## config.mk

```make
export PLATFORM = sky130hd
export DESIGN_NAME = mem_port_arbiter
export DESIGN_NICKNAME = d
export VERILOG_FILES = /design/src/rtl/mem_arb_pkg.sv /design/src/rtl/rr_arb2.sv /design/src/rtl/mem_port_arbiter.sv
export SDC_FILE = /design/constraint.sdc
export NUM_CORES = 1
export LEC_CHECK = 0
export ABC_AREA = 1
export CORE_MARGIN = 5
export CORE_UTILIZATION = 50
export DETAILED_ROUTE_END_ITERATION = 12
export DONT_BUFFER_PORTS = 1
export PLACE_DENSITY = 0.72
export RECOVER_POWER = 25
export SETUP_SLACK_MARGIN = 0.15
export SLEW_MARGIN = 20
export SYNTH_ARGS = -nofsm -noshare
export SYNTH_HDL_FRONTEND = slang
export SYNTH_SLANG_ARGS = --single-unit
```

## constraint.sdc

```tcl
create_clock -name clk -period 2.9 [get_ports clk]
set_input_delay 0.29 -clock clk [delete_from_list [all_inputs] [get_ports clk]]
set_output_delay 0.29 -clock clk [all_outputs]
set_load 0.01 [all_outputs]
```

## src/rtl/mem_arb_pkg.sv

```systemverilog
// Shared constants for mem_port_arbiter: FSM encoding, requester ids and perf-counter width.
// sat_inc is only used when MEM_ARB_PERF_CNT_EN is defined.
package mem_arb_pkg;

   localparam logic [0:0] ST_IDLE   = 1'b0;
   localparam logic [0:0] ST_ACCESS = 1'b1;

   localparam logic [0:0] REQ_A = 1'b0;
   localparam logic [0:0] REQ_B = 1'b1;

   localparam int CNT_W = 16;

   function automatic logic [CNT_W-1:0] sat_inc(input logic [CNT_W-1:0] v);
      return (&v) ? v : v + 1'b1;
   endfunction

endpackage

```

## src/rtl/rr_arb2.sv

```systemverilog
// Combinational two-way round-robin picker: a lone requester wins, on contention
// the requester that was not granted last wins.
module rr_arb2
   import mem_arb_pkg::*;
(
   input  logic [1:0] req,
   input  logic       last,
   output logic [1:0] gnt,
   output logic       gnt_id
);

   always_comb begin
      // NOTE: every output gets a default first so no path leaves it unassigned (no latch).
      gnt_id = REQ_A;
      gnt    = 2'b00;
      case (req)
         2'b01:   gnt_id = REQ_A;
         2'b10:   gnt_id = REQ_B;
         2'b11:   gnt_id = (last == REQ_B) ? REQ_A : REQ_B;
         default: gnt_id = REQ_A;
      endcase
      if (req != 2'b00) begin
         gnt = (gnt_id == REQ_B) ? 2'b10 : 2'b01;
      end
   end

endmodule

```

## src/rtl/mem_port_arbiter.sv

```systemverilog
// Round-robin arbiter sharing a single-port 32-bit x 64K memory between port A and port B,
// one transaction in flight. Define MEM_ARB_PERF_CNT_EN to add grant/contention counters.
module mem_port_arbiter
   import mem_arb_pkg::*;
#(
   parameter int DATA_W = 32,
   parameter int ADDR_W = 16
) (
   input  logic              clk,
   input  logic              reset,
   input  logic              a_req,
   input  logic              a_we,
   input  logic [ADDR_W-1:0] a_addr,
   input  logic [DATA_W-1:0] a_wdata,
   output logic              a_ready,
   output logic              a_done,
   output logic [DATA_W-1:0] a_rdata,
   input  logic              b_req,
   input  logic              b_we,
   input  logic [ADDR_W-1:0] b_addr,
   input  logic [DATA_W-1:0] b_wdata,
   output logic              b_ready,
   output logic              b_done,
   output logic [DATA_W-1:0] b_rdata,
   output logic [ADDR_W-1:0] mem_addr,
   output logic [DATA_W-1:0] mem_wdata,
   output logic              mem_we,
   input  logic [DATA_W-1:0] mem_rdata
`ifdef MEM_ARB_PERF_CNT_EN
   ,
   output logic [CNT_W-1:0]  a_grant_cnt,
   output logic [CNT_W-1:0]  b_grant_cnt,
   output logic [CNT_W-1:0]  contention_cnt
`endif
);

   logic [0:0]        state_q, state_d;
   logic              last_q, last_d;
   logic              id_q, id_d;
   logic              mem_we_q, mem_we_d;
   logic [ADDR_W-1:0] mem_addr_q, mem_addr_d;
   logic [DATA_W-1:0] mem_wdata_q, mem_wdata_d;
   logic              a_done_q, a_done_d;
   logic              b_done_q, b_done_d;
   logic [DATA_W-1:0] a_rdata_q, a_rdata_d;
   logic [DATA_W-1:0] b_rdata_q, b_rdata_d;
   logic [1:0]        gnt;
   logic              gnt_id;
   logic              accept;

   rr_arb2 u_rr_arb2 (
      .req    ({b_req, a_req}),
      .last   (last_q),
      .gnt    (gnt),
      .gnt_id (gnt_id)
   );

   // Ready is masked while reset is low: nothing can be accepted on a reset edge.
   assign accept  = reset && (state_q == ST_IDLE) && (gnt != 2'b00);
   assign a_ready = accept && gnt[0];
   assign b_ready = accept && gnt[1];

   always_comb begin
      state_d     = state_q;
      last_d      = last_q;
      id_d        = id_q;
      mem_we_d    = 1'b0;
      mem_addr_d  = mem_addr_q;
      mem_wdata_d = mem_wdata_q;
      a_done_d    = 1'b0;
      b_done_d    = 1'b0;
      a_rdata_d   = a_rdata_q;
      b_rdata_d   = b_rdata_q;
      case (state_q)
         ST_IDLE: begin
            if (accept) begin
               state_d     = ST_ACCESS;
               last_d      = gnt_id;
               id_d        = gnt_id;
               mem_we_d    = (gnt_id == REQ_B) ? b_we    : a_we;
               mem_addr_d  = (gnt_id == REQ_B) ? b_addr  : a_addr;
               mem_wdata_d = (gnt_id == REQ_B) ? b_wdata : a_wdata;
            end
         end
         ST_ACCESS: begin
            state_d = ST_IDLE;
            if (id_q == REQ_B) begin
               b_done_d = 1'b1;
               if (!mem_we_q) b_rdata_d = mem_rdata;
            end else begin
               a_done_d = 1'b1;
               if (!mem_we_q) a_rdata_d = mem_rdata;
            end
         end
         default: state_d = ST_IDLE;
      endcase
   end

   // A reset edge ending ACCESS still sees mem_we high, so the memory commits that write.
   always_ff @(posedge clk) begin
      // NOTE: sequential state uses non-blocking assignments so all registers update together.
      if (!reset) begin
         state_q     <= ST_IDLE;
         last_q      <= REQ_B;
         id_q        <= REQ_A;
         mem_we_q    <= 1'b0;
         mem_addr_q  <= '0;
         mem_wdata_q <= '0;
         a_done_q    <= 1'b0;
         b_done_q    <= 1'b0;
         a_rdata_q   <= '0;
         b_rdata_q   <= '0;
      end else begin
         state_q     <= state_d;
         last_q      <= last_d;
         id_q        <= id_d;
         mem_we_q    <= mem_we_d;
         mem_addr_q  <= mem_addr_d;
         mem_wdata_q <= mem_wdata_d;
         a_done_q    <= a_done_d;
         b_done_q    <= b_done_d;
         a_rdata_q   <= a_rdata_d;
         b_rdata_q   <= b_rdata_d;
      end
   end

   assign mem_we    = mem_we_q;
   assign mem_addr  = mem_addr_q;
   assign mem_wdata = mem_wdata_q;
   assign a_done    = a_done_q;
   assign b_done    = b_done_q;
   assign a_rdata   = a_rdata_q;
   assign b_rdata   = b_rdata_q;

`ifdef MEM_ARB_PERF_CNT_EN
   logic [CNT_W-1:0] a_cnt_q, b_cnt_q, cont_q;

   always_ff @(posedge clk) begin
      if (!reset) begin
         a_cnt_q <= '0;
         b_cnt_q <= '0;
         cont_q  <= '0;
      end else begin
         if (a_ready) a_cnt_q <= sat_inc(a_cnt_q);
         if (b_ready) b_cnt_q <= sat_inc(b_cnt_q);
         if ((state_q == ST_IDLE) && a_req && b_req) cont_q <= sat_inc(cont_q);
      end
   end

   assign a_grant_cnt    = a_cnt_q;
   assign b_grant_cnt    = b_cnt_q;
   assign contention_cnt = cont_q;
`endif

endmodule
```

# After elaboration in Yosys (flattened, before gate mapping)
# Cells that the tools add are included.
# word_totals
regBits	118
in_bits	134
output_inout_bits	117
wordCells	39
# op_classes
eq_ne	2
muxes	11
n_bitwise	5
reduce_logical	11
# ops
cell	n
32-bit 2-to-1 mux	1
16-bit 2-to-1 mux	1
3-bit AND reduction	2
1-bit 2-to-1 mux	5
1-bit NOT	5
2-bit == test (second input constant)	2
1-bit logical AND	4
2-bit 2-to-1 mux	2
1-bit one-hot mux with 2 select lines	2
2-bit AND reduction	2
2-bit nonzero test	2
3-bit OR reduction	1

# Longest topological paths before layout
# Gate-level depths: netlist of the first run.
# depth
depth_word	8
ltp_mapped	8
ltp_nobuf	7

# Modules after synthesis
# A second synthesis of the first run with hierarchy kept.
# unflattened
hier_cells	786
area_unflattened_um2	5151.2
# by_module_without_submodules
module	n_inst	cells_each	area_per_inst_um2	seq_area_each_um2
mem_port_arbiter	1	780	5126.2	2362.3
rr_arb2	1	6	25.0	0.0

# Worst setup path after synthesis of the first run
# OpenSTA, ideal clock, no wires.
# synth_timing
kind	in2out
startpoint	in reset
endpoint	out a_ready
t_arrival_ns	1.032
required_time_ns	2.610
setup_slack_ns	1.578
cell_stages	6
path_buffers	2
path_cell_list	buf_2 -> nand2_1 -> nor2_4 -> inv_2 -> buf_2 -> nor2_1
# synth_via
elab_chain_len	3
# synth_rtl
element	line	text
from (decl)	mem_port_arbiter.sv:10	input logic reset,
1-bit logical AND (2 in series)	mem_port_arbiter.sv:59	assign accept = reset && (state_q == ST_IDLE) && (gnt != 2'b00);
1-bit logical AND	mem_port_arbiter.sv:60	assign a_ready = accept && gnt[0];
to (decl)	mem_port_arbiter.sv:15	output logic a_ready,
# Every way passes these cells.

# Final worst setup path of the first run
# layout_timing
startpoint	reg state_q
endpoint	out b_ready
# layout_via
elab_chain_len	4
# layout_rtl
element	line	text
from (decl)	mem_port_arbiter.sv:37	logic [0:0] state_q, state_d;
from (signal assigned)	mem_port_arbiter.sv:114	state_q <= state_d;
1-bit NOT (no line)	-	
1-bit logical AND (2 in series)	mem_port_arbiter.sv:59	
1-bit logical AND	mem_port_arbiter.sv:61	assign b_ready = accept && gnt[1];
to (decl)	mem_port_arbiter.sv:22	output logic b_ready,
# Every way passes these cells.

==> impl_summary.md, run 1 <==
Placement
At the end of routability-driven placement, the weighted congestion stood at about 0.85. The count of buffers from port buffering is 0. The half-perimeter wire length after detailed placement is about 10 mm. Counting tap cells, the placed design contains a total of 785 instances.

Power
In this run, the clock network consumes 46.1% of the power. The internal power of the cells totals ~3200 uW. The power per unit of standard cell area is around 700 nW/um^2.

The worst voltage drop across the vdd grid is between 0.3 and 0.4 mV. Summed over all nets, the switching power comes to around 1200 uW. In this run, the combinational gates consume between 10 and 15% of the power. In this run switching power makes up 27.8% of total power. The share of total power dissipated in sequential elements is 43.1%. The cell leakage power is roughly 0.0027 uW.

Worst setup path
At the worst endpoint, the arrival time is about 2.0 ns. Along the worst path, the maximum fanout reaches 52. STA classifies the critical path startpoint as a register.

The capturing instance or port of the critical path is b_ready. The worst reg2reg path depth is 5. The minimum setup slack among reg-to-reg paths is between 0.7 and 0.8 ns.

The cell depth of the worst setup path is 6. In this run the critical register-to-register path is captured at a_rdata[15]. The worst setup path is captured at an output port.

The gate family responsible for the most delay along the worst path is buffers and inverters. The dominant cell type by count on the critical path is nand2_1. Tracing the worst setup path back leads to its startpoint at state_q. The slowest stage of the critical path belongs to the cell dfxtp_2. The largest single stage delay on the critical path is roughly 0.43 ns. The critical path goes through inv_2 -> nand2_1 -> nor2_4 -> buf_4 -> nand2_1 -> inv_1. The worst path buffer plus inverter count is 3. The type of the worst setup path is reg2out. The launch point of the worst reg-to-reg path is mem_we. The endpoint required time on the critical path is between 2 and 3 ns.

GRT
Entering global routing, the biggest net connects 67 pins. The total track usage is between 20 and 25%. The number of antenna violations at the first check in global routing is 0. The global-route wire length before repair is between 20 and 25 mm. For this run the aggregate overflow at the end of global routing stands at 0. The number of global-route vias before repair came to between 4000 and 5000.

Logic synthesis
After Yosys synthesis, and, or, nand and nor cells account for 37.4% of the synthesized area. The unique cell type count in the Yosys netlist is 17. After synthesis the cells add up to around 5100 sq um. After synthesis, the cell types taking the most area are dfxtp_1, nand2_1, nand3_1, nand4_1, a21oi_1. The cell count after synthesis is ~700.

The share of the synthesized area in compound gates (AO/OA/AOI/OAI) is under 10%. Summing the areas of all xor and xnor instances in the mapped netlist gives 0% of the synthesized area. The Yosys warning count is 0.

The average instance in the mapped netlist occupies roughly 7.3 sq um. When the netlist entered floorplanning its net count stood at between 800 and 900. After synthesis, flip-flops and latches occupy a little under half of the total area. Measured against the total synthesized area, the mux share comes to 0%. The area share of the leading cell type in the synthesized netlist is 46.0%.

The number of synthesized register bits is 118. The dominant combinational cell family by area after synthesis is simple AND/OR/NAND/NOR gates. The post-synthesis cell type with the largest combined area is dfxtp_1.

The adder-cell area share of the yosys netlist is 0%.

Clock network
Post-CTS timing repair inserted 0 buffers for setup. Counting along the longest clock path gives a buffer depth of 2. The clock insertion delay at the later pin of the skew report is 0.50 ns. The maximum level of the CTS H-tree is 4. The clock drives 118 sinks. In this run, post-CTS hold repair placed 66 buffers. The total CTS buffers is 17. Once the clock tree was built, the resizer swapped 0 gates to a different size.

The clock tree from TritonCTS is built. The post-CTS clock slew at the launch and capture registers of the worst setup and hold paths is approximately 0.060 ns. The clock tree root buffer cell is clkbuf_8.

Run
Max-cap violations in this run came to 1.

Floorplanning
For this configuration, the core starts out at a cell density of 50.4%. The area of the core is ~10000 sq um. From bottom edge to top edge, the die measures roughly 110 microns. The die span in x is between 100 and 150 microns.

The die covers between 10000 and 15000 sq um. The boundary pin count is around 250. Row generation in the floorplan step produced 37 rows.

Cells and area
Counting the fill cells in the layout gives 900. Leaving out fill and tap cells, the most frequent cells in the layout are nand2_1, dfxtp_1, nand3_1. Cells with a size suffix above 1 make up 6.55% of the layout. The number of antenna diodes in the final layout is 0. The number of standard cells in the final layout excluding fillers is around 900. The layout net count is approximately 870.

The layout overhead on the synthesized area is 23.1%. The commonest non-fill, non-tap cell in the layout is nand2_1.

Route
Dividing the detail-routed via count by the number of cells gives ~5.7. Wires add up to ~16 mm. The number of DRC markers in iteration 0 is between 400 and 500. The detailed-route wire length per cell is about 18 microns. The count of nets left with antenna violations after detail routing is 0.

The via total after detailed routing is 5021. The number of DRC violations after detailed routing is 0. The pre-antenna-repair detailed-routing pass consisted of 5 iterations.

Timing
In this run the tightest slew margin relative to its limit is -40.4%. Based on the critical path, the design can be clocked at up to 429 MHz. The final number of max-transition violations is 67. The worst path in the final design needs a cycle of 2.33 ns, including I/O delays and setup.

The sum of negative setup slack is 0 ns. The number of failing hold endpoints at the final stage is 0. The number of endpoints failing setup at the final stage is 0. At the pin with the least slew margin, the transition time is around 2.1 ns. Between clock sinks in the finished design, the worst skew comes to roughly 0.020 ns. Setup repair after global routing left no endpoint under its margin. The share of the clock period used by the worst path is approximately 80%.

Hold path
The worst hold path begins at a_wdata[30]. The min-delay analysis places its worst path in the category in2reg.

Run status
The final reports fail on capacitance limit, slew limit. The flow ran to the end, but the final reports show violations.
cell usage after synthesis:
cell type / number
buf_1: 1
inv_1: 52
nor2_4: 1
dfxtp_1: 118
nand3b_1: 32
nand2_1: 199
nor2_2: 1
buf_4: 1
clkbuf_1: 15
nor2_1: 3
nor3_1: 2
o21ai_1: 2
inv_2: 3
a21oi_1: 64
nand3_1: 99
buf_2: 49
nand4_1: 64
per-stage QoR:
| step | cell area, sq um | setup slack, ns | hold slack (ns) | utilization [%] | power (uW) |
|---|---|---|---|---|---|
| 2_1_floorplan | 5130 | 1.58 | 0.425 | - | 2240 |
| 3_3_place_gp | 5060 | 0.977 | 0.390 | 49.7 | 2290 |
| 3_5_place_dp | 5060 | 0.848 | 0.394 | 49.7 | 2310 |
| 4_1_cts | 6310 | 0.518 | 0.0000513 | 62.0 | 4460 |
| 5_1_grt | 6320 | 0.339 | 0.00600 | 62.1 | 4620 |
| 6_report | 6320 | 0.571 | 0.0185 | 62.1 | 4420 |
area by class of cell:
type                            instances  area, sq um  area share (%)
Sequential cell                       118         2360            37.4
Multi-Input combinational cell        467         2250            35.6
Timing Repair Buffer                   76          748            11.8
Clock buffer                           18          428            6.77
Inverter                               55          208            3.29
Tap cell                              136          170            2.69
Clock inverter                         14          151            2.40
layer usage:
layer	global-route usage (%)	share of wire, %	up-vias
met1	28.0	37	2298
met3	8.62	9.8	37
met2	41.5	50	274
li1	-	-	2412
met4	9.41	2.7	0
met5	0	0	-
worst register-to-register path, cell delays in order (launching register included):
cell,delay [ns]
dfxtp_1,0.41
clkinv_1,0.46
nand3_1,0.54
buf_4,0.33
nand2_1,0.10
a21oi_1,0.15
sequential cells by signal, indices dropped and copies added, names as in the netlist:
| register | count |
|---|---|
| state_q | 1 |
| id_q | 1 |
| last_q | 1 |
| mem_we | 1 |
| a_rdata | 32 |
| mem_addr | 16 |
| b_rdata | 32 |
| a_done | 1 |
| mem_wdata | 32 |
| b_done | 1 |
kinds of logic after synthesis:
group,after synthesis
flops,118
simple gates,401
compound gates,66
buf+inv,121
how the worst min path moves through the flow:
stage / end / slack [ns] / cells past startpoint
4_1_cts: mem_wdata[5] / 0.00005 / 4
6_report: mem_wdata[30] / 0.02 / 4
3_3_place_gp: last_q / 0.39 / 1
5_1_grt: mem_wdata[24] / 0.006 / 3
2_1_floorplan: mem_we / 0.42 / 2
3_5_place_dp: last_q / 0.39 / 1
power groups by stage:
stage                     clock [uW]  combinational (uW)  sequential, uW
after global routing            2160                 539            1920
after global placement             0                 352            1940
after floorplan                    0                 351            1890
final                           2040                 477            1910
after CTS                       2080                 469            1910
after detailed placement           0                 371            1940
Power figures use the tool's default switching activity.
==> run 2, diff against run 1 <==
==> constraint.sdc (replaced) <==
create_clock -name clk -period 2.44 [get_ports clk]
set_input_delay 0.244 -clock clk [delete_from_list [all_inputs] [get_ports clk]]
set_output_delay 0.244 -clock clk [all_outputs]
set_load 0.01 [all_outputs]
==> run 2 against run 1 <==
Design area up 12%. Non-clock buffer count rose by 69. Power rose by 25%. Clock power is 24% higher. The run now ends clean. Sequential share of layout area shrank 3.9 points.
==> impl_summary.md, run 2 (synthesized netlist as in run 1, its figures left out) <==
Power
The power dissipated by switching net loads is 1460 uW (+19%). The sequential fraction of design power was 41.2% (-1.9 points). The fraction of power spent switching nets is 26.5% (-1.3 points). The worst voltage drop across the vdd grid is 0.398 mV (+22%).

The logic gate share of total power was 12.9% (+2.1 points). The portion of total power attributed to the clock network is 46.0% (about the same). The internal power consumption came to 4050 uW (+27%). The cell leakage power came to 0.00295 uW (+8.6%). The power per unit of standard cell area is 781 nW/um^2 (+12%).

Route
The routed via count divided by cell count is 5.82 (+2.4%). The count of nets left with antenna violations after detail routing came to 0 (unchanged). The number of DRC violations after detailed routing is 0 (unchanged). The aggregate routed wire length is 17.6 mm (+13%).

The via total after detailed routing came to 5548 (+10%). The detailed-route wire length per cell is 18.4 microns (+5.0%). The length of the first detailed-routing pass in iterations is 7 (+2).

The number of DRC markers in iteration 0 is 604 (+21%).

Clock network
The clock tree root buffer cell is clkbuf_8. The maximum level of the CTS H-tree is 4 (unchanged). The clock insertion delay at the later pin of the skew report came to 0.50 ns (about the same). The maximum clock insertion buffer count came to 2 (unchanged). The TritonCTS sink count came to 118 (unchanged). TritonCTS built the clock tree. The buffer count from post-CTS setup fixing is 0 (unchanged). The post-CTS clock slew at the launch and capture registers of the worst setup and hold paths is 0.06 ns (about the same). The total CTS buffers is 17 (unchanged).

Floorplanning
The total die area is 12400 sq um (unchanged). The initial cell density of the core was 50.4% (unchanged). The area of the core is 10200 sq um (unchanged). The boundary pin count is 251 (unchanged). The height of the chip is 111 microns (unchanged). The die span in x is 111 microns (unchanged). The standard-cell row count is 37 (unchanged).

Timing
The fmax is 448 MHz. The worst-margin pin slew was 0.608 ns (-1.49 ns). The final number of max-transition violations is 0 (-100%). Setup repair after global routing could not meet its margin everywhere. The sum of negative setup slack is 0 ns (unchanged). The worst relative slew slack is 59.4% (+100 points).

The routed design could run at a clock period as short as 2.23 ns. The number of failing hold endpoints at the final stage is 0 (unchanged). The worst path uses 91.4% of the clock period. The worst clock skew on the final layout is 0.0113 ns (-0.00898 ns). The number of endpoints failing setup at the final stage is 0 (unchanged).

Worst setup path
The endpoint required time on the critical path is 2.84 ns (+0.23 ns). The worst path buffer plus inverter count is 3 (unchanged). The gate family responsible for the most delay along the worst path is buffers and inverters. The type of the worst setup path is reg2reg. The minimum setup slack among reg-to-reg paths came to 0.21 ns (-0.56 ns). In this run the worst setup path terminates at mem_addr[13].

The worst flop-to-flop path endpoint is mem_addr[13]. Tracing the worst setup path back leads to its startpoint at last_q. The largest fanout on the critical path is 48 (-7.7%). The worst setup path is captured at a register.

The slowest cell on the critical path is dlygate4sd3_1. STA classifies the critical path startpoint as a register. The cell depth of the worst setup path is 7 (+1).

The data arrival time of the critical path is 2.63 ns (+0.59 ns). The highest cell delay on the worst timing path is 0.57 ns (+0.14 ns). The startpoint identified for the worst register-to-register timing path is last_q.

The worst reg2reg path depth was 7 (+2). Walking the worst path, the cells encountered are nand2_1 -> buf_6 -> nand3b_1 -> dlygate4sd3_1 -> nand3_1 -> dlygate4sd3_1 -> nand2_1.

Run
The number of max-cap violations is 0 (-1).

GRT
The pin count of the biggest net entering global routing is 53 (-21%). The number of antenna violations at the first check in global routing is 0 (unchanged). The global-route wire length before repair is 28.3 mm (+14%). The total congestion overflow after global routing is 0 (unchanged). The total track usage is 27.9% (+3.5 points). The number of global-route vias before repair is 5445 (+13%).

Cells and area
In the layout the commonest cells are nand2_1, dlygate4sd3_1, dfxtp_1. Leaving out fill and tap cells, the most frequent cell in the layout is nand2_1. The layout overhead on the synthesized area is 37.4%. The fraction of layout cells with a size suffix above 1 came to 6.49% (-0.064 points).

The layout net count is 938 (+7.9%). The post-route standard cell area excluding fillers came to 7050 sq um (+12%).

Hold path
In this run the worst hold path is classified as in2reg.

Placement
The half-perimeter wire length after detailed placement was 10.2 mm (+0.28%). The total placed instance area is 5110 sq um (+0.99%). The last weighted congestion value of the routability-driven placer is 0.828 (-2.1%). The count of buffers from port buffering was 0 (unchanged).

Run status
The run finished with clean final reports.
-- run 2: cell type report --
cell class | instances | area, sq um
clock inverter | 13 | 181
multi-input combinational | 467 | 2250
timing repair buffer | 145 | 1460
tap | 136 | 170
clock buffer | 19 | 422
fill | 747 | 3130
antenna | 1 | 2.50
inverter | 55 | 206
sequential | 118 | 2360
-- run 2: how the worst min path moves through the flow --
stage	depth (start not counted)	start	to
2_1_floorplan	2	a_we	mem_we
3_3_place_gp	1	reset	last_q
3_5_place_dp	1	reset	last_q
4_1_cts	4	b_wdata[14]	mem_wdata[14]
5_1_grt	2	reset	last_q
6_report	4	b_wdata[14]	mem_wdata[14]
-- run 2: power groups by stage --
stage,clock (uW),combinational (uW),sequential (uW)
finish,2530,709,2270
global route,2670,783,2280
CTS,2570,671,2270
detailed placement,0,456,2310
global placement,0,435,2300
floorplan,0,417,2250
-- run 2: metal layers --
layer	track usage, %	vias up	part of all wire, %
met2	46.2	387	49
met3	10.4	71	11
met4	15.9	0	4.6
li1	-	2554	-
met1	30.7	2536	35
met5	0	-	0
-- run 2: tightest hold or removal path: stages --
cell and delay [ns]:
nand3_1 0.08, nand3_1 0.11, nand2_1 0.05, inv_1 0.04
-- run 2: metrics by stage --
| step | util [%] | hold slack, ns | total power, uW | std cells | setup WS, ns |
|---|---|---|---|---|---|
| after detailed placement | 50.2 | 0.372 | 2760 | 790 | 0.730 |
| after global routing | 69.2 | 0.0801 | 5730 | 953 | 0.0895 |
| after global placement | 50.2 | 0.353 | 2740 | 790 | 0.782 |
| after CTS | 69.2 | 0.00362 | 5510 | 953 | 0.176 |
| final | 69.3 | 0.0607 | 5510 | 954 | 0.209 |
| after floorplan | - | 0.379 | 2660 | 706 | 1.21 |
-- run 2: what timing repair did --
item	in CTS	in global routing
hold buffers	131	0
endpoints found under the hold margin	115	0
resized for setup	0	2
setup endpoints to repair	0	4
==> variant 1 (config.mk and constraints of run 2) <==
Change the parameter `DATA_W` from 32 to 64.
--- a/src/rtl/mem_port_arbiter.sv
+++ b/src/rtl/mem_port_arbiter.sv
@@ -4,5 +4,5 @@
    import mem_arb_pkg::*;
 #(
-   parameter int DATA_W = 32,
+   parameter int DATA_W = 64,
    parameter int ADDR_W = 16
 ) (
Interface: changed (6 resized); port bits go from 251 to 443. The function was not compared with the original's and may differ.
==> variant 1 against run 2 <==
  * Highest routed layer unchanged
  * Cell area is 69% higher
  * Power grew 59%
  * Sequential cell count is 96 higher
  * Setup slack got worse by 0.012 ns
  * Critical path type unchanged
  * Sequential share of layout area rose by 2.5 points
  * Wire length is 95% higher
  * Area after synthesis increased by 80%
==> variant 1: results (changes against run 2) <==
Clocking
  – Longest Clk Path Bufs: 3 (+1)
  – H-Tree Depth: 1 (-3)
  – Cts repair resizes: 0 (unchanged)
  – Clk_lat worst skew: 0.50 ns (about the same)
  – Clk root buf: clkbuf_16
  – Clk pin slew, worst setup/hold paths: 0.06 ns (about the same)
  – Number of buffers created by CTS: 23 (+6)

Min path
  – Hold endpoint: state_q
  – Hold Path Class: in -> reg
  – Hold depth: 2 (-2)
  – Hold wc startpoint: b_req

Worst setup path
  – Max incr delay on CP: 0.59 ns (+0.02 ns)
  – CP max FO: 77 (+60%)
  – Worst R2R Start: state_q
  – Worst path top cell family by delay: buffers and inverters
  – Max stage delay cell, worst path: dlygate4sd3_1
  – R2R setup slack: between 0.15 and 0.2 ns
  – FF-to-FF End: mem_wdata[16]
  – R2R cell count: 8 (+1)
  – Data required, critical path: 2.84 ns (about the same)

Layout
  – Final nets: 1597 (+70%)
  – Ratio of cells with drive above 1 in the final layout: 4.84% (-1.6 points)
  – Filler cell count: 1339 (+79%)

Power
  – Lkg Pwr: 4.89 nW (+66%)
  – Worst IR Drop VDD: 0.000485 V (+22%)

Timing
  – Slew @ Worst Pin: 0.828 ns (+0.220 ns)
  – Clock skew: 0.0111 ns (-0.000215 ns)

Global routing
  – Wire length of the first global-routing pass: 52600 microns (+86%)
  – Pin count of the biggest net entering global routing: 115 (+120%)
  – Grt ovf: 0 (unchanged)
  – Initial antenna violation count: 1 (+1)
  – Vias in the first global route: 9252 (+70%)
  – Gr usage total: 30.0% (+2.1 points)

Yosys
  – Async SR Flop Fraction: 0% (unchanged)
  – Synth unique cells: 21 (+4)
  – Ys flop type: dfxtp_1
  – Area contributors post-synth: dfxtp_1 (46%), nand2_1 (14%), nand3_1 (8.7%), nand4_1 (8.7%), a21oi_1 (6.9%)
  – Register area share after synthesis: 46.4% (+0.39 points)
  – Yosys warns: 0 (unchanged)
  – Post-synth top cells: nand2_1 (340), dfxtp_1 (214), nand3_1 (161), a21oi_1 (128), nand4_1 (128)
  – Post-synth net total: 1479 (+76%)

Placement
  – I/O Buffers: 0 (unchanged)
  – Final HPWL from detailed placement: 20500 microns (+100%)
  – RePlAce Congestion: 0.952 (+15%)

Routing
  – WL/cell: 21.3 microns (+15%)
  – Total vias in the final route: 9776 (+76%)
  – First-pass DRT Iterations: 6 (-1)
  – Number of DRC markers in iteration 0: 721 (+19%)

Outcome
  – Status: finished, final reports clean
variant 1: cell types whose count changed after synthesis, moves of 2 or more:
cell / before / now
a21oi_1: 64 / 128
buf_1: 1 / 13
buf_2: 49 / 59
buf_4: 1 / 3
buf_6: 0 / 7
clkbuf_1: 15 / 40
dfxtp_1: 118 / 214
inv_1: 52 / 84
nand2_1: 199 / 340
nand3_1: 99 / 161
nand3_2: 0 / 2
nand3b_1: 32 / 57
nand4_1: 64 / 128
variant 1: kinds of logic after synthesis:
kind of cell	after synthesis	synth area share, %
AND/OR/NAND/NOR	696	36.6
flip-flops	214	46.4
buffers and inverters	209	9.99
AO/OA/AOI/OAI	130	7.05
variant 1: final cells by class:
cell class                 instances  area [sq um]  area share, %
antenna                            1          2.50         0.0210
tap                              229           287           2.40
clock inverter                     8          71.3          0.598
sequential                       214          4290           36.0
clock buffer                      33           673           5.65
multi-input combinational        826          4030           33.8
inverter                          87           329           2.76
timing repair buffer             215          2240           18.8
variant 1: power by group:
group          internal [W]  switching, W
clock network       0.00202       0.00140
registers           0.00375      0.000373
logic              0.000519      0.000687
variant 1: repair_timing:
| action | CTS | global route |
|---|---|---|
| buffers inserted | 0 | 1 |
| setup endpoints to repair | 0 | 6 |
| hold buffers | 198 | 1 |
| hold endpoints to repair | 212 | 1 |
variant 1: per-stage QoR:
stage               cell area [sq um]  std cells  hold WS [ns]  setup slack [ns]  power (W)
finish                          11900       1613        0.0159             0.197    0.00874
global route                    11900       1613        0.0124             0.104    0.00905
CTS                             11900       1610       0.00174             0.257    0.00872
detailed placement               9150       1371         0.352             0.755    0.00500
global placement                 9150       1371         0.347             0.785    0.00498
floorplan                        9230       1249         0.379              1.13    0.00479
variant 1: worst max-delay path by stage:
stage | startpoint | to | slack (ns) | cells after the start
final | state_q | mem_wdata[16] | 0.20 | 8
after global routing | state_q | a_ready | 0.10 | 7
after CTS | state_q | a_ready | 0.26 | 7
after detailed placement | mem_we | b_rdata[62] | 0.76 | 5
after global placement | mem_we | b_rdata[62] | 0.78 | 5
after floorplan | state_q | a_ready | 1.13 | 7
variant 1: per-layer routing:
layer,wire (microns),track usage [%],share of wire (%),vias to the layer above
li1,-,-,-,4432
met1,11600,34.1,34,4391
met2,15900,49.1,46,769
met3,4090,9.37,12,184
met4,2700,18.8,7.9,0
met5,0,0,0,-
==> variant 2 (flow settings as in run 2) <==
Without the edit above. Take the reset off `a_rdata_q` and load it in a clocked block of its own.
--- a/src/rtl/mem_port_arbiter.sv
+++ b/src/rtl/mem_port_arbiter.sv
@@ -109,5 +109,4 @@
          a_done_q    <= 1'b0;
          b_done_q    <= 1'b0;
-         a_rdata_q   <= '0;
          b_rdata_q   <= '0;
       end else begin
@@ -120,7 +119,10 @@
          a_done_q    <= a_done_d;
          b_done_q    <= b_done_d;
-         a_rdata_q   <= a_rdata_d;
          b_rdata_q   <= b_rdata_d;
       end
+   end
+
+   always_ff @(posedge clk) begin
+      a_rdata_q <= a_rdata_d;
    end
 
Formal check against the unedited RTL: differs if reset is asserted again (counterexample within 4 cycles, from zero or initial values and one cycle with reset low); with reset held inactive, the same outputs for 4 cycles.
==> variant 2 against run 2 <==
  * Area after synthesis is 5.8% lower
  * Power is 5.6% lower
  * Via count is 15% lower
  * Cell area is 5.2% lower
  * Wire length is 12% lower
  * Synthesized cell count is 17% lower
  * Setup slack better by 0.035 ns
  * Sequential cell count stayed put
  * Critical path type unchanged
  * Largest power group is now sequential cells
  * Highest routed layer unchanged
==> variant 2: results (changes against run 2) <==
Min path
  – Hold endpoint: mem_wdata[16]
  – Hold wc startpoint: b_wdata[16]

Placement
  – Setup WS pre-CTS: 0.819 ns (+0.0894 ns)
  – Placed Area: 4870 sq um (-4.8%)
  – Placed cell count: 681 (-14%)

Yosys
  – Post-synth net total: 721 (-14%)
  – Synthesized area per cell: 8.24 sq um (+13%)
  – Synth unique cells: 19 (+2)
  – Synth Area in Compound Gates: 3.52% (-2.9 points)
  – Register area share after synthesis: 55.5% (+9.5 points)
  – EDFF count, synth: 32 (+32)
  – Post-synth top cells: nand2_1 (166), nand3_1 (129), dfxtp_1 (86), inv_1 (51), nand3b_1 (33)
  – Area contributors post-synth: dfxtp_1 (36%), edfxtp_1 (20%), nand3_1 (13%), nand2_1 (13%), nand3b_1 (5.1%)

Global routing
  – Wire length of the first global-routing pass: 23600 microns (-16%)
  – Vias in the first global route: 4606 (-15%)
  – Gr usage total: 25.8% (-2.1 points)

Layout
  – Final nets: 829 (-12%)
  – Ant diodes: 0 (-1)
  – Ratio of cells with drive above 1 in the final layout: 6.78% (+0.29 points)
  – Final std cells w/o fill: 837 (-12%)

Routing
  – Number of DRC markers in iteration 0: 322 (-47%)
  – Vias per cell: 5.60 (-3.6%)
  – First-pass DRT Iterations: 5 (-2)

Power
  – Worst IR Drop VDD: 0.000445 V (+12%)
  – Switching share of power: 26.5% (-0.042 points)
  – Seq. pwr: 0.00234 W (+3%)
  – Int Pwr: 0.00382 W (-5.6%)

Timing
  – Slew @ Worst Pin: 0.532 ns (-0.0770 ns)
  – Clock skew: 0.00849 ns (-0.00280 ns)
  – Worst Slack Setup Final: 0.244 ns (+0.0347 ns)

Worst setup path
  – CP Data Arrival Time: 2.58 ns (-0.05 ns)
  – Setup crit end: mem_wdata[26]

Clocking
  – Post-CTS Hold Buffers: 124 (-5.3%)

Outcome
  – Status: finished, final reports clean
==> variant 2: changes by cell type in the layout (fill, tap and decap cells not counted), sizes merged, moves of 3 or more <==
cell                run 2  this run
a21oi                  64        32
buf                    16        11
bufinv                  4         1
dfxtp                 118        86
dlygate4sd3           129       122
edfxtp                  0        32
inv                    54        57
nand2                 199       166
nand3                  99       129
nand4                  64         0
==> variant 2: layout make-up <==
cell class              instances  area (sq um)
flip-flops and latches        118          2680
inverters                      53           199
clock inverters                14           124
multi-input cells             371          1750
fillers                       627          2640
clock buffers                  18           428
repair buffers                134          1340
well taps                     129           161
==> variant 2: layer usage <==
layer | vias to the layer above | GRT usage [%] | part of all wire, %
li1 | 2137 | - | -
met1 | 2161 | 27.1 | 34
met2 | 334 | 46.1 | 50
met3 | 59 | 8.96 | 12
met4 | 0 | 12.0 | 3.5
met5 | - | 0 | 0
